<file path="src/rtl/avm_master_pkg.sv">
// Shared types and defaults for the Avalon-MM single-word register master.
// The optional watchdog is enabled by defining AVM_TIMEOUT_EN.
package avm_master_pkg;

    typedef enum logic [2:0] {
        IDLE,
        WR,
        RD_REQ,
        RD_WAIT,
        RESP
    } state_e;

    localparam int unsigned DEF_ADDR_W         = 8;
    localparam int unsigned DEF_DATA_W         = 32;
    localparam int unsigned DEF_TIMEOUT_CYCLES = 255;

    // Wide enough for data buses up to 128 bits; narrowed at the point of use.
    localparam int unsigned             MAX_BE_W    = 16;
    localparam logic [MAX_BE_W-1:0]     BE_ALL_ONES = '1;

endpackage

</file>
<file path="src/rtl/avm_watchdog.sv">
// Cycle watchdog for the Avalon master: counts while run is high, clears on clear.
// Only instantiated when AVM_TIMEOUT_EN is defined.
module avm_watchdog
    import avm_master_pkg::*;
#(
    parameter int unsigned TIMEOUT_CYCLES = DEF_TIMEOUT_CYCLES
) (
    input  logic clk,
    input  logic reset_n,
    input  logic clear,
    input  logic run,
    output logic expired
);

    localparam int unsigned CNT_W = $clog2(TIMEOUT_CYCLES + 1);

    logic [CNT_W-1:0] cnt_q;

    always_ff @(posedge clk or negedge reset_n) begin
        if (!reset_n) begin
            cnt_q <= '0;
        end else if (clear) begin
            cnt_q <= '0;
        end else if (run && (cnt_q != CNT_W'(TIMEOUT_CYCLES))) begin
            cnt_q <= cnt_q + CNT_W'(1);
        end
    end

    // Fires during the cycle whose edge brings the count to TIMEOUT_CYCLES,
    // so the strobe is held for exactly TIMEOUT_CYCLES cycles.
    assign expired = run && (cnt_q == CNT_W'(TIMEOUT_CYCLES - 1));

endmodule

</file>
<file path="src/rtl/avm_reg_master.sv">
// Avalon-MM single-word master: one local command becomes one Avalon read or write.
// Define AVM_TIMEOUT_EN to add a watchdog that aborts stalled transactions with rsp_err.
module avm_reg_master
    import avm_master_pkg::*;
#(
    parameter int unsigned ADDR_W         = DEF_ADDR_W,
    parameter int unsigned DATA_W         = DEF_DATA_W,
    parameter int unsigned TIMEOUT_CYCLES = DEF_TIMEOUT_CYCLES
) (
    input  logic                clk,
    input  logic                reset_n,

    input  logic                cmd_valid,
    output logic                cmd_ready,
    input  logic                cmd_write,
    input  logic [ADDR_W-1:0]   cmd_addr,
    input  logic [DATA_W-1:0]   cmd_wdata,

    output logic                rsp_valid,
    input  logic                rsp_ready,
    output logic [DATA_W-1:0]   rsp_rdata,
    output logic                rsp_err,

    output logic [ADDR_W-1:0]   avm_address,
    output logic                avm_read,
    output logic                avm_write,
    output logic [DATA_W-1:0]   avm_writedata,
    output logic [DATA_W/8-1:0] avm_byteenable,
    input  logic                avm_waitrequest,
    input  logic [DATA_W-1:0]   avm_readdata,
    input  logic                avm_readdatavalid
);

    localparam int unsigned     BE_W  = DATA_W / 8;
    localparam logic [BE_W-1:0] BE_ON = BE_W'(BE_ALL_ONES);

    state_e              state_q;
    logic                cmd_ready_q;
    logic                rsp_valid_q;
    logic [DATA_W-1:0]   rsp_rdata_q;
    logic                rsp_err_q;
    logic [ADDR_W-1:0]   avm_address_q;
    logic                avm_read_q;
    logic                avm_write_q;
    logic [DATA_W-1:0]   avm_writedata_q;
    logic [BE_W-1:0]     avm_byteenable_q;

    logic                wd_expired;

`ifdef AVM_TIMEOUT_EN
    logic wd_clear;
    logic wd_run;

    assign wd_clear = (state_q == IDLE);
    assign wd_run   = (state_q == WR) || (state_q == RD_REQ) || (state_q == RD_WAIT);

    avm_watchdog #(
        .TIMEOUT_CYCLES (TIMEOUT_CYCLES)
    ) u_watchdog (
        .clk     (clk),
        .reset_n (reset_n),
        .clear   (wd_clear),
        .run     (wd_run),
        .expired (wd_expired)
    );
`else
    // Without the watchdog the master waits indefinitely; the limit is only a tie-off.
    logic unused_timeout;
    assign unused_timeout = (TIMEOUT_CYCLES == 0);
    assign wd_expired     = 1'b0;
`endif

    // NOTE: the asynchronous reset clears every output register, so strobes drop the moment reset_n falls.
    always_ff @(posedge clk or negedge reset_n) begin
        if (!reset_n) begin
            state_q          <= IDLE;
            cmd_ready_q      <= 1'b0;
            rsp_valid_q      <= 1'b0;
            rsp_rdata_q      <= '0;
            rsp_err_q        <= 1'b0;
            avm_address_q    <= '0;
            avm_read_q       <= 1'b0;
            avm_write_q      <= 1'b0;
            avm_writedata_q  <= '0;
            avm_byteenable_q <= '0;
        end else begin
            // NOTE: non-blocking assignments make every branch read pre-edge register values.
            case (state_q)
                IDLE: begin
                    if (cmd_ready_q && cmd_valid) begin
                        cmd_ready_q      <= 1'b0;
                        avm_address_q    <= cmd_addr;
                        avm_writedata_q  <= cmd_wdata;
                        avm_byteenable_q <= BE_ON;
                        if (cmd_write) begin
                            avm_write_q <= 1'b1;
                            state_q     <= WR;
                        end else begin
                            avm_read_q  <= 1'b1;
                            state_q     <= RD_REQ;
                        end
                    end else begin
                        cmd_ready_q <= 1'b1;
                    end
                end

                WR: begin
                    if (!avm_waitrequest || wd_expired) begin
                        avm_write_q      <= 1'b0;
                        avm_byteenable_q <= '0;
                        rsp_valid_q      <= 1'b1;
                        rsp_rdata_q      <= '0;
                        rsp_err_q        <= avm_waitrequest;
                        state_q          <= RESP;
                    end
                end

                RD_REQ: begin
                    if (!avm_waitrequest) begin
                        avm_read_q       <= 1'b0;
                        avm_byteenable_q <= '0;
                        if (avm_readdatavalid) begin
                            rsp_valid_q <= 1'b1;
                            rsp_rdata_q <= avm_readdata;
                            rsp_err_q   <= 1'b0;
                            state_q     <= RESP;
                        end else begin
                            state_q     <= RD_WAIT;
                        end
                    end else if (wd_expired) begin
                        avm_read_q       <= 1'b0;
                        avm_byteenable_q <= '0;
                        rsp_valid_q      <= 1'b1;
                        rsp_rdata_q      <= '0;
                        rsp_err_q        <= 1'b1;
                        state_q          <= RESP;
                    end
                end

                RD_WAIT: begin
                    if (avm_readdatavalid) begin
                        rsp_valid_q <= 1'b1;
                        rsp_rdata_q <= avm_readdata;
                        rsp_err_q   <= 1'b0;
                        state_q     <= RESP;
                    end else if (wd_expired) begin
                        rsp_valid_q <= 1'b1;
                        rsp_rdata_q <= '0;
                        rsp_err_q   <= 1'b1;
                        state_q     <= RESP;
                    end
                end

                RESP: begin
                    if (rsp_ready) begin
                        rsp_valid_q <= 1'b0;
                        rsp_rdata_q <= '0;
                        rsp_err_q   <= 1'b0;
                        cmd_ready_q <= 1'b1;
                        state_q     <= IDLE;
                    end
                end

                default: begin
                    state_q <= IDLE;
                end
            endcase
        end
    end

    assign cmd_ready      = cmd_ready_q;
    assign rsp_valid      = rsp_valid_q;
    assign rsp_rdata      = rsp_rdata_q;
    assign rsp_err        = rsp_err_q;
    assign avm_address    = avm_address_q;
    assign avm_read       = avm_read_q;
    assign avm_write      = avm_write_q;
    assign avm_writedata  = avm_writedata_q;
    assign avm_byteenable = avm_byteenable_q;

endmodule

</file>
<file path="config.mk">
export PLATFORM = sky130hd
export DESIGN_NAME = avm_reg_master
export DESIGN_NICKNAME = d
export VERILOG_FILES = /design/src/rtl/avm_master_pkg.sv /design/src/rtl/avm_watchdog.sv /design/src/rtl/avm_reg_master.sv
export SDC_FILE = /design/constraint.sdc
export NUM_CORES = 1
export LEC_CHECK = 0
export CORE_MARGIN = 2
export CORE_UTILIZATION = 44
export DETAILED_ROUTE_END_ITERATION = 16
export GPL_TIMING_DRIVEN = 0
export PLACE_DENSITY = 0.95
export SYNTH_ARGS = -nofsm -noshare
export SYNTH_HDL_FRONTEND = slang
export SYNTH_SLANG_ARGS = --single-unit
</file>
<file path="constraint.sdc">
create_clock -name clk -period 2.4 [get_ports clk]
set_clock_uncertainty 0.05 [all_clocks]
set_input_delay 0.48 -clock clk [delete_from_list [all_inputs] [get_ports clk]]
set_output_delay 0.48 -clock clk [all_outputs]
set_load 0.05 [all_outputs]
</file>
* Word level (Yosys, flattened, before mapping) *
Index checks and enable logic that the tools add are counted.

storage, ports and cells
  register bits after elaboration = 84
  input port bits = 79
  output and inout port bits = 81

operators by class
  mux-type cells = 34
  eq/ne operators = 12
  reduce and logical (&&, ||, !) cells = 15

operator list
  operator                                                                number
  32-bit 2-to-1 mux                                                       4
  32-bit case mux with 4 select lines                                     1
  3-bit 2-to-1 mux                                                        6
  2-bit != test (second input constant)                                   8
  3-bit case mux with 5 select lines                                      1
  1-bit 2-to-1 mux                                                        13
  4-bit AND reduction                                                     3
  4-bit 2-to-1 mux                                                        2
  1-bit case mux with 4 select lines                                      2
  4-bit case mux with 2 select lines                                      1
  2-bit nonzero test                                                      4
  3-bit by 2-bit equality test with 1-bit output (second input constant)  2
  1-bit case mux with 2 select lines                                      3
  5-bit AND reduction                                                     1
  2-bit AND reduction                                                     2
  4-bit nonzero test                                                      1
  3-bit by 1-bit equality test with 1-bit output (second input constant)  1
  3-bit equality test (second input constant)                             1
  3-bit zero test                                                         1
  3-bit AND reduction                                                     1
  2-bit 2-to-1 mux                                                        1
  2-bit OR reduction                                                      1
  1-bit logical AND                                                       1

* Logic depth before layout (Yosys ltp) *
Gate-level depths: netlist (run 1).

  depth in word-level cells = 4
  mapped depth = 6

* Least setup slack after synthesis (run 1) *
Ideal clock, no wire load.

  kind = reg-to-reg
  from = register cmd_ready_q, in the netlist cmd_ready
  to = register avm_address_q[5], in the netlist avm_address[5]
  data arrival time = 1496 ps
  setup slack = 726 ps
  cell stages (with the launch flop) = 5
  period minus slack after synthesis = 1674 ps
  path buffers = 2
  cell sequence = dfrtp_1 -> and4b_1 -> buf_6 -> buf_6 -> mux2_1

between the ends
  cells in the longest elaborated chain, start to end = 2

RTL lines
  item                           RTL line               RTL
  start, declared                avm_reg_master.sv:38   logic cmd_ready_q;
  start signal, assigned         avm_reg_master.sv:77   cmd_ready_q <= 1'b0;
  start signal, assigned         avm_reg_master.sv:91   cmd_ready_q <= 1'b0;
  start signal, assigned         avm_reg_master.sv:103  cmd_ready_q <= 1'b1;
  1-bit logical AND              avm_reg_master.sv:90   if (cmd_ready_q && cmd_valid) begin
  2-bit AND reduction (no line)  -
  end signal, assigned           avm_reg_master.sv:92   avm_address_q <= cmd_addr;
  end, declared                  avm_reg_master.sv:42   logic [ADDR_W-1:0] avm_address_q;

Every way passes these cells.
A chain may end at the register's enable or synchronous reset.

==> impl_metrics.py, run 1 <==
metrics = {
    "floorplan": {
        "die_h_um": 92.03,
        "die_w_um": 92.03,
        "die_area_um2": 8469,
        "pin_count": 160,
        "coreArea_um2": 7607,
        "initial_core_util": 0.4482,
        "num_rows": 32,
    },
    "sta": {
        "finalSetupViolations": 0,
        "hold_violations": 0,
        "slew-limit-headroom": 0.6348,
        "max_freq_mhz": 452.9,
        "tightest_slew_ns": 0.5460,
        "fin_crit_sh": 0.9200,
        "tns_ns": 0,
        "fin_crit_ns": 2.208,
        "rsz0062_at_grt": "no",
        "finalWorstSetupSlack_ns": 0.1920,
        "maxSlewViolCount": 0,
    },
    "finish": {
        "syn_to_final_growth_pct": 56.37,
        "multi_input_area_um2": 1126,
        "layout_common_cells": "clkdlybuf4s50_1, dfrtp_1, nand2_1, inv_1, mux2_2",
        "n_antenna_cell": 0,
        "layout-drive-gt1-share": 0.1682,
        "regArea_um2": 2002,
        "final_util": 0.7008,
        "n_fill_cell": 556,
        "fin_area_um2": 5331,
        "final_common_cell": "clkdlybuf4s50_1",
        "final_nets": 515,
    },
    "global_routing": {
        "grt_pass1_wl_mm": 13.00,
        "antenna_found_initial": 0,
        "grt_max_degree": 47,
        "first_global_vias": 2720,
        "gr-total-overflow": 0,
        "grt_use_total": 0.1921,
    },
    "cts": {
        "cts_setup_buffers": 0,
        "cts_tree": "done",
        "hold_buffers": 0,
        "cts_buffer_depth": 2,
        "cts_root_buffer": "clkbuf_8",
        "clock-sinks": 80,
        "path_clk_slew_ns": 0.08,
        "htreeDepth": 3,
        "clock_latency_ns": 0.33,
        "cts_resized": 0,
        "cts_inserted_buffers": 9,
    },
    "status": {
        "status": "finished, final reports clean",
    },
    "route": {
        "firstDrtPassIters": 4,
        "wire_per_inst_um": 14.69,
        "vias_per_cell": 4.683,
        "vias": 2538,
        "drc": 0,
        "drt_wl_total_mm": 7.960,
        "ant_nets": 0,
        "drt_iter0_markers": 54,
    },
    "placement": {
        "io_buffers": 158,
        "gp_congestion": 0.7713,
        "dp_hpwl_mm": 6.126,
        "post-place-ws_ns": 0.1814,
        "placed_cell_area_um2": 5144,
    },
    "yosys": {
        "synthArstFlopShare": 1.000,
        "synth.distinct_cells": 32,
        "syn_area_per_cell_um2": 12.82,
        "yosysWarnings": 0,
        "synth_top_cell_by_area": "dfrtp_1",
        "syn-instance-count": 266,
        "synth_area_um2": 3410,
        "yosys_most_used_dff": "dfrtp_1",
        "synth-seq-cells": 80,
        "synthTopCellsByArea": "dfrtp_1, mux2_2, mux2i_1",
        "yosysSeqAreaShare": 0.5872,
        "synth_top_area_share": 0.5872,
        "synth_nets": 345,
        "synth_edf_count": 0,
    },
    "critical_path": {
        "cp-start-kind": "flop",
        "critPathMaxFanout": 5,
        "cp.required_ns": 1.87,
        "crit_path_end_kind": "output port",
        "cp-startpoint": "avm_byteenable[2]",
        "path_class": "flop to output port",
        "cp_slowest_cell": "clkdlybuf4s50_1",
        "max_stage_delay_ns": 0.80,
        "worstPathCellList": "buf_4 -> clkdlybuf4s50_1",
        "r2r-start": "state_q[0]",
        "critPathArrivalTime_ns": 1.68,
    },
    "power": {
        "seq_power_share": 0.265,
        "ir_worst_vdd_v": 0.001126,
        "p_comb_frac": 0.627,
        "clockPowerShare": 0.109,
        "power_per_cell_area_nw_per_um2": 1657,
        "p_sw_mw": 4.218,
        "p_sw_frac": 0.4773,
        "total_power_mw": 8.836,
        "p_leak_nw": 2.237,
        "intPower_mw": 4.618,
    },
    "flow_run": {
        "cap_violations": 0,
    },
    "hold_path": {
        "hp-class": "primary input to async pin",
    },
}
[metal layers]
metal / part of all wire / wire, um / global-route usage
met5: 0 / 0 / 0
met4: 0.0095 / 76 / 0.05348
met3: 0.076 / 608 / 0.06327
met2: 0.51 / 4085 / 0.3248
met1: 0.40 / 3189 / 0.2368
[final cells by class]
cell class / count / share of cell area
clock inverter: 3 / 0.007979
multi-input combinational: 134 / 0.2112
tap: 102 / 0.02394
clock buffer: 12 / 0.02722
timing repair buffer: 159 / 0.3013
inverter: 33 / 0.02323
buffer: 19 / 0.02957
sequential: 80 / 0.3755
[power by group through the flow]
| stage | Clock, mW | Combinational [mW] | Sequential [mW] |
|---|---|---|---|
| 6_report | 0.962 | 5.54 | 2.34 |
| 5_1_grt | 1.05 | 5.79 | 2.42 |
| 4_1_cts | 0.992 | 5.58 | 2.34 |
| 3_5_place_dp | 0 | 5.57 | 2.37 |
| 3_3_place_gp | 0 | 5.47 | 2.32 |
| 2_1_floorplan | 0 | 1.61 | 4.51 |
[worst paths after layout]
path | endpoint | slack, ns | cells past startpoint
worst max register to register | avm_writedata[3] | 0.64 | 6
worst min-delay path | rsp_rdata[24] | 0.04 | 1
max in group asynchronous | rsp_rdata[15] | 1.68 | 2
worst min register to register | avm_address[5] | 0.45 | 1
worst max-delay path | avm_byteenable[3] | 0.19 | 2
min in group clk | avm_address[5] | 0.45 | 1
[logic make-up after synthesis]
logic type | Yosys count | synth area share
XOR/XNOR | 1 | 0.002569
multiplexers | 72 | 0.2327
flip-flops | 80 | 0.5872
other | 1 | 0.001100
buffers and inverters | 52 | 0.08257
AND/OR/NAND/NOR | 49 | 0.06605
AO/OA/AOI/OAI | 11 | 0.02789
[synthesized netlist by cell type, types with 2 or more instances]
| library cell | number |
|---|---|
| nand2b_1 | 2 |
| dfrtp_1 | 80 |
| buf_6 | 9 |
| a31oi_1 | 2 |
| nor2b_1 | 2 |
| clkbuf_1 | 3 |
| buf_2 | 3 |
| inv_1 | 33 |
| buf_4 | 4 |
| nand2_1 | 34 |
| mux2_4 | 6 |
| mux2_2 | 33 |
| nor2_1 | 5 |
| mux2i_1 | 32 |
[flip-flops by register name, summed over array words and instances, names as in the netlist]
signal and cells:
cmd_ready 1, rsp_valid 1, avm_address 8, avm_byteenable 1, state_q 3, avm_writedata 32
rsp_rdata 32, avm_write 1, avm_read 1
[critical path, delay by kind of cell (launching register included)]
kind	cells	cell delay [ns]
DFF	1	0.42
buffers and inverters	2	0.93
[through the flow]
stage          instances  hold slack, ns
2_1_floorplan        266          0.1344
3_3_place_gp         526          0.4227
3_5_place_dp         527          0.4164
4_1_cts              542         0.04611
5_1_grt              542         0.07247
6_report             542         0.04315
(Power assumes the default switching activity.)
==> inputs of run 2 (changes only) <==
Settings changed: CORE_UTILIZATION 44 to 37, PLACE_DENSITY 0.95 to 0.86.
Clock period 2.4 ns to 2 ns, I/O delays scaled along.
==> run 2 against run 1 <==
Flip-flop and latch count is the same. Register-to-register slack lost 0.37 ns. Utilization shrank 11 points. Die area grew 18%. Sequential power grew 19%. Final area grew 1.8%. Non-clock buffer count grew 1. Critical path type unchanged. Critical endpoint is now rsp_rdata[19]. Largest cell class unchanged.
==> impl_metrics.py, run 2 (synthesis results as in run 1) <==
metrics = {
    "power": {
        "p_leak_nw": 2.668,
        "p_sw_frac": 0.4816,
        "intPower_mw": 5.426,
        "clockPowerShare": 0.107,
        "p_comb_frac": 0.628,
        "ir_worst_vdd_v": 0.001148,
        "power_per_cell_area_nw_per_um2": 1929,
        "p_sw_mw": 5.040,
        "seq_power_share": 0.266,
    },
    "critical_path": {
        "worstPathCellList": "clkdlybuf4s50_1",
        "cp_slowest_cell": "clkdlybuf4s50_1",
        "critPathTopFamily": "buffers and inverters",
        "max_stage_delay_ns": 0.82,
        "critPathArrivalTime_ns": 1.51,
        "cp.required_ns": 1.55,
        "cp-start-kind": "flop",
        "reg2reg_depth": 6,
        "path_class": "flop to output port",
        "critPathMaxFanout": 2,
        "crit_buf_inv": 1,
        "critical_path_depth": 1,
        "crit_path_end_kind": "output port",
    },
    "sta": {
        "tightest_slew_ns": 0.5545,
        "fin_crit_sh": 0.9798,
        "slew-limit-headroom": 0.6297,
        "max_freq_mhz": 510.3,
        "tns_ns": 0,
        "hold_violations": 0,
        "fin_crit_ns": 1.960,
        "maxSlewViolCount": 0,
        "finalSetupViolations": 0,
        "finalWorstSetupSlack_ns": 0.04037,
    },
    "route": {
        "drc": 0,
        "wire_per_inst_um": 14.72,
        "vias_per_cell": 4.535,
        "drt_wl_total_mm": 8.112,
        "drt_iter0_markers": 44,
        "firstDrtPassIters": 3,
        "ant_nets": 0,
        "vias": 2499,
    },
    "cts": {
        "htreeDepth": 3,
        "clock-sinks": 80,
        "path_clk_slew_ns": 0.08,
        "clock_latency_ns": 0.33,
        "cts_setup_buffers": 0,
        "cts_root_buffer": "clkbuf_8",
        "cts_tree": "done",
        "cts_buffer_depth": 2,
        "cts_inserted_buffers": 9,
    },
    "floorplan": {
        "initial_core_util": 0.3743,
        "die_h_um": 100.0,
        "num_rows": 35,
        "coreArea_um2": 9109,
        "die_w_um": 100.0,
        "die_area_um2": 9999,
        "pin_count": 160,
    },
    "placement": {
        "io_buffers": 158,
        "dp_hpwl_mm": 6.000,
        "post-place-ws_ns": -0.1874,
        "placed_cell_area_um2": 5155,
        "gp_congestion": 0.7602,
    },
    "global_routing": {
        "antenna_found_initial": 0,
        "grt_max_degree": 61,
        "gr-total-overflow": 0,
        "first_global_vias": 2659,
        "grt_use_total": 0.1615,
        "grt_pass1_wl_mm": 12.67,
    },
    "finish": {
        "final_util": 0.5957,
        "final_nets": 516,
        "layout_common_cells": "clkdlybuf4s50_1, dfrtp_1, dlymetal6s2s_1, nand2_1",
        "n_fill_cell": 733,
        "layout-drive-gt1-share": 0.1682,
        "final_common_cell": "clkdlybuf4s50_1",
        "n_antenna_cell": 0,
        "fin_area_um2": 5426,
        "syn_to_final_growth_pct": 59.16,
    },
    "hold_path": {
        "worstHoldPathCells": 1,
        "hp-class": "flop to flop",
    },
    "status": {
        "status": "finished, final reports clean",
    },
    "flow_run": {
        "cap_violations": 0,
    },
}
==> run 2: cell types whose count changed in the layout (fill, tap and decap cells not counted) <==
cell	before	now
dlygate4sd2_1	0	5
clkbuf_1	5	4
clkinv_2	1	2
dlygate4sd3_1	0	1
dlymetal6s2s_1	0	37
clkdlybuf4s50_1	157	115
clkbuf_8	10	9
==> run 2: area by class of cell <==
class                   instances  area (um2)  area share
clock inverters                 4       47.55    0.008762
repair buffers                160        1703      0.3138
multi-input cells             134        1126      0.2075
flip-flops and latches         80        2002      0.3689
plain buffers                  19       157.7     0.02905
well taps                     111       138.9     0.02559
inverters                      33       123.9     0.02283
clock buffers                  10       127.6     0.02352
==> run 2: layer usage <==
layer | GRT usage | up-vias | share of wire
li1 | - | 1193 | -
met1 | 0.1984 | 1206 | 0.41
met2 | 0.2687 | 91 | 0.51
met3 | 0.05153 | 9 | 0.063
met4 | 0.05796 | 0 | 0.0096
met5 | 0 | - | 0
==> run 2: stage by stage <==
| step | hold WS, ns | total power [mW] | std cells |
|---|---|---|---|
| after floorplan | 0.05441 | 7.342 | 266 |
| after global placement | 0.4225 | 9.367 | 535 |
| after detailed placement | 0.2632 | 9.513 | 536 |
| after CTS | 0.4417 | 10.62 | 551 |
| after global routing | 0.4532 | 11.00 | 551 |
| final | 0.4381 | 10.47 | 551 |
==> run 2: path summary, 6_finish.rpt <==
check	startpoint	end	slack, ns
setup / recovery	rsp_rdata[19]	rsp_rdata[19]	0.04
hold / removal	avm_address[5]	avm_address[5]	0.44
setup reg to reg	state_q[1]	avm_writedata[31]	0.27
hold reg to reg	avm_address[5]	avm_address[5]	0.44
max in group asynchronous	reset_n	rsp_rdata[26]	0.85
min in group asynchronous	reset_n	rsp_rdata[14]	0.45
==> run 2: power groups by stage <==
stage | Clock (mW) | Combinational (mW) | Sequential, mW
after global routing | 1.22 | 6.89 | 2.88
after global placement | 0 | 6.58 | 2.78
after detailed placement | 0 | 6.69 | 2.83
after CTS | 1.15 | 6.67 | 2.80
after floorplan | 0 | 1.93 | 5.41
final | 1.12 | 6.57 | 2.78
==> run 2: repair_timing <==
item / in CTS / in global routing
endpoints found under the setup margin: 5 / 37
gates resized for setup: 5 / 37
endpoints found under the hold margin: 20 / 0
hold buffers: 1 / 0
==> inputs of run 3 (changes only) <==
--- a/config.mk
+++ b/config.mk
@@ -8,6 +8,6 @@
 export CORE_MARGIN = 2
-export CORE_UTILIZATION = 37
+export CORE_UTILIZATION = 41
 export DETAILED_ROUTE_END_ITERATION = 16
 export GPL_TIMING_DRIVEN = 0
-export PLACE_DENSITY = 0.86
+export PLACE_DENSITY = 0.9
 export SYNTH_ARGS = -nofsm -noshare
==> constraint.sdc (replaced) <==
create_clock -name clk -period 2.1 [get_ports clk]
set_clock_uncertainty 0.05 [all_clocks]
set_input_delay 0.42 -clock clk [delete_from_list [all_inputs] [get_ports clk]]
set_output_delay 0.42 -clock clk [all_outputs]
set_load 0.01 [all_outputs]
==> run 3 against run 2 <==
Routed wire length is 2.6% lower. Global-route usage up 2.0 points. Sequential share of layout area is 0.42 points higher. Critical endpoint is now avm_byteenable[1]. Setup slack improved by 0.18 ns. Critical path type unchanged. Utilization increased by 6.4 points. Register-to-register slack better by 0.08 ns. Worst hold slack gained 0.018 ns. First-iteration DRC count rose by 14%. Non-clock buffer count unchanged. Flip-flop and latch count unchanged. Final area shrank 1.1%.
==> impl_metrics.py, run 3 (synthesis results as in run 1) <==
metrics = {
    "critical_path": {
        "max_stage_delay_ns": 0.52,
        "r2r-start": "state_q[1]",
        "critPathMaxFanout": 5,
        "reg2reg_slack_ns": 0.35,
        "worstPathCellList": "buf_4 -> clkdlybuf4s50_1",
        "crit_path_end_kind": "output port",
        "cp-start-kind": "flop",
        "reg2reg_depth": 6,
        "path_class": "flop to output port",
        "timing.rr.end": "avm_address[5]",
        "critPathArrivalTime_ns": 1.41,
        "cp_slowest_cell": "clkdlybuf4s50_1",
        "cp.required_ns": 1.63,
    },
    "finish": {
        "syn_to_final_growth_pct": 57.36,
        "n_fill_cell": 618,
        "n_antenna_cell": 0,
        "layout_common_cells": "clkdlybuf4s50_1, dfrtp_1, nand2_1, inv_1, mux2_2",
        "final_nets": 516,
        "final_common_cell": "clkdlybuf4s50_1",
        "fin_area_um2": 5365,
        "layout-drive-gt1-share": 0.1719,
    },
    "floorplan": {
        "die_h_um": 95.19,
        "num_rows": 33,
        "pin_count": 160,
        "coreArea_um2": 8134,
        "die_area_um2": 9061,
        "initial_core_util": 0.4192,
        "die_w_um": 95.19,
    },
    "global_routing": {
        "antenna_found_initial": 0,
        "grt_use_total": 0.1814,
        "first_global_vias": 2683,
        "gr-total-overflow": 0,
        "grt_max_degree": 49,
        "grt_pass1_wl_mm": 12.74,
    },
    "cts": {
        "path_clk_slew_ns": 0.09,
        "cts_setup_buffers": 0,
        "cts_buffer_depth": 2,
        "clock-sinks": 80,
        "cts_tree": "done",
        "clock_latency_ns": 0.33,
        "cts_inserted_buffers": 9,
        "htreeDepth": 3,
        "cts_root_buffer": "clkbuf_8",
    },
    "placement": {
        "dp_hpwl_mm": 6.005,
        "post-place-ws_ns": -0.07737,
        "io_buffers": 158,
        "placed_cell_area_um2": 5147,
        "gp_congestion": 0.7726,
    },
    "route": {
        "vias_per_cell": 4.614,
        "vias": 2524,
        "drt_iter0_markers": 50,
        "drc": 0,
        "ant_nets": 0,
        "firstDrtPassIters": 4,
        "drt_wl_total_mm": 7.903,
        "wire_per_inst_um": 14.45,
    },
    "power": {
        "p_leak_nw": 2.244,
        "power_per_cell_area_nw_per_um2": 1466,
        "ir_worst_vdd_v": 0.0007146,
        "total_power_mw": 7.863,
    },
    "hold_path": {
        "hp-start": "avm_writedata[22]",
        "hp-class": "flop to flop",
        "min_to": "avm_writedata[22]",
        "worstHoldPathCells": 1,
    },
    "sta": {
        "max_freq_mhz": 533.1,
        "fin_crit_ns": 1.876,
        "maxSlewViolCount": 0,
        "hold_violations": 0,
        "finalWorstSetupSlack_ns": 0.2243,
        "rsz0062_at_grt": "no",
        "fin_crit_sh": 0.8932,
        "finalSetupViolations": 0,
    },
    "status": {
        "status": "finished, final reports clean",
    },
    "flow_run": {
        "cap_violations": 0,
    },
}
==> run 3: cell types whose count changed in the layout (fill, tap and decap cells not counted), sizes merged <==
cell           change
clkbuf             +2
clkdlybuf4s50     +42
clkinv             -2
clkinvlp           +2
dlygate4sd2        -5
dlymetal6s2s      -37
==> run 3: worst max path at each step <==
stage,from,to,slack [ns],depth (start not counted)
after floorplan,state_q[1],avm_address[5],0.49,6
after global placement,reset_n,avm_writedata[10],-2.19,1
after detailed placement,avm_waitrequest,rsp_rdata[10],-0.08,6
after CTS,avm_byteenable[2],avm_byteenable[1],0.19,2
after global routing,avm_byteenable[2],avm_byteenable[1],0.17,2
final,avm_byteenable[2],avm_byteenable[1],0.22,2
==> run 3: worst max-delay path: cells and delay by family, from the launching register on <==
family	cells	cell delay, ns
buffers and inverters	2	0.65
DFF	1	0.42
==> run 3: where the power goes <==
part	internal, mW	switching (mW)	total, mW
Combinational	2.43	1.62	4.05
Sequential	2.28	0.388	2.67
Clock	0.615	0.532	1.15
==> run 3: metrics by stage <==
step | hold slack [ns] | TNS, ns | utilization | cells
floorplan | 0.07441 | 0 | - | 266
global placement | 0.4212 | -174.59 | 0.6297 | 529
detailed placement | 0.3548 | -0.8123 | 0.6328 | 530
CTS | 0.4629 | 0 | 0.6596 | 547
global route | 0.4769 | 0 | 0.6596 | 547
finish | 0.4559 | 0 | 0.6596 | 547
==> run 3: what timing repair did <==
item	4_1_cts	5_1_grt
hold buffers	1	0
endpoints found under the hold margin	32	0
resized for setup	0	0
==> run 3: cell type report <==
class	instances	area [um2]	share of cell area
clock inverters	4	52.55	0.009795
repair buffers	160	1617	0.3013
flip-flops and latches	80	2002	0.3731
clock buffers	12	155.1	0.02892
multi-input cells	134	1126	0.2099
inverters	33	123.9	0.02309
plain buffers	19	157.7	0.02938
well taps	105	131.4	0.02449
==> run 3: per-layer routing <==
metal / routed length [um] / vias to the layer above / track usage
li1: - / 1196 / -
met1: 3109 / 1221 / 0.2120
met2: 4004 / 99 / 0.3192
met3: 705 / 8 / 0.05613
met4: 85 / 0 / 0.05435
met5: 0 / - / 0
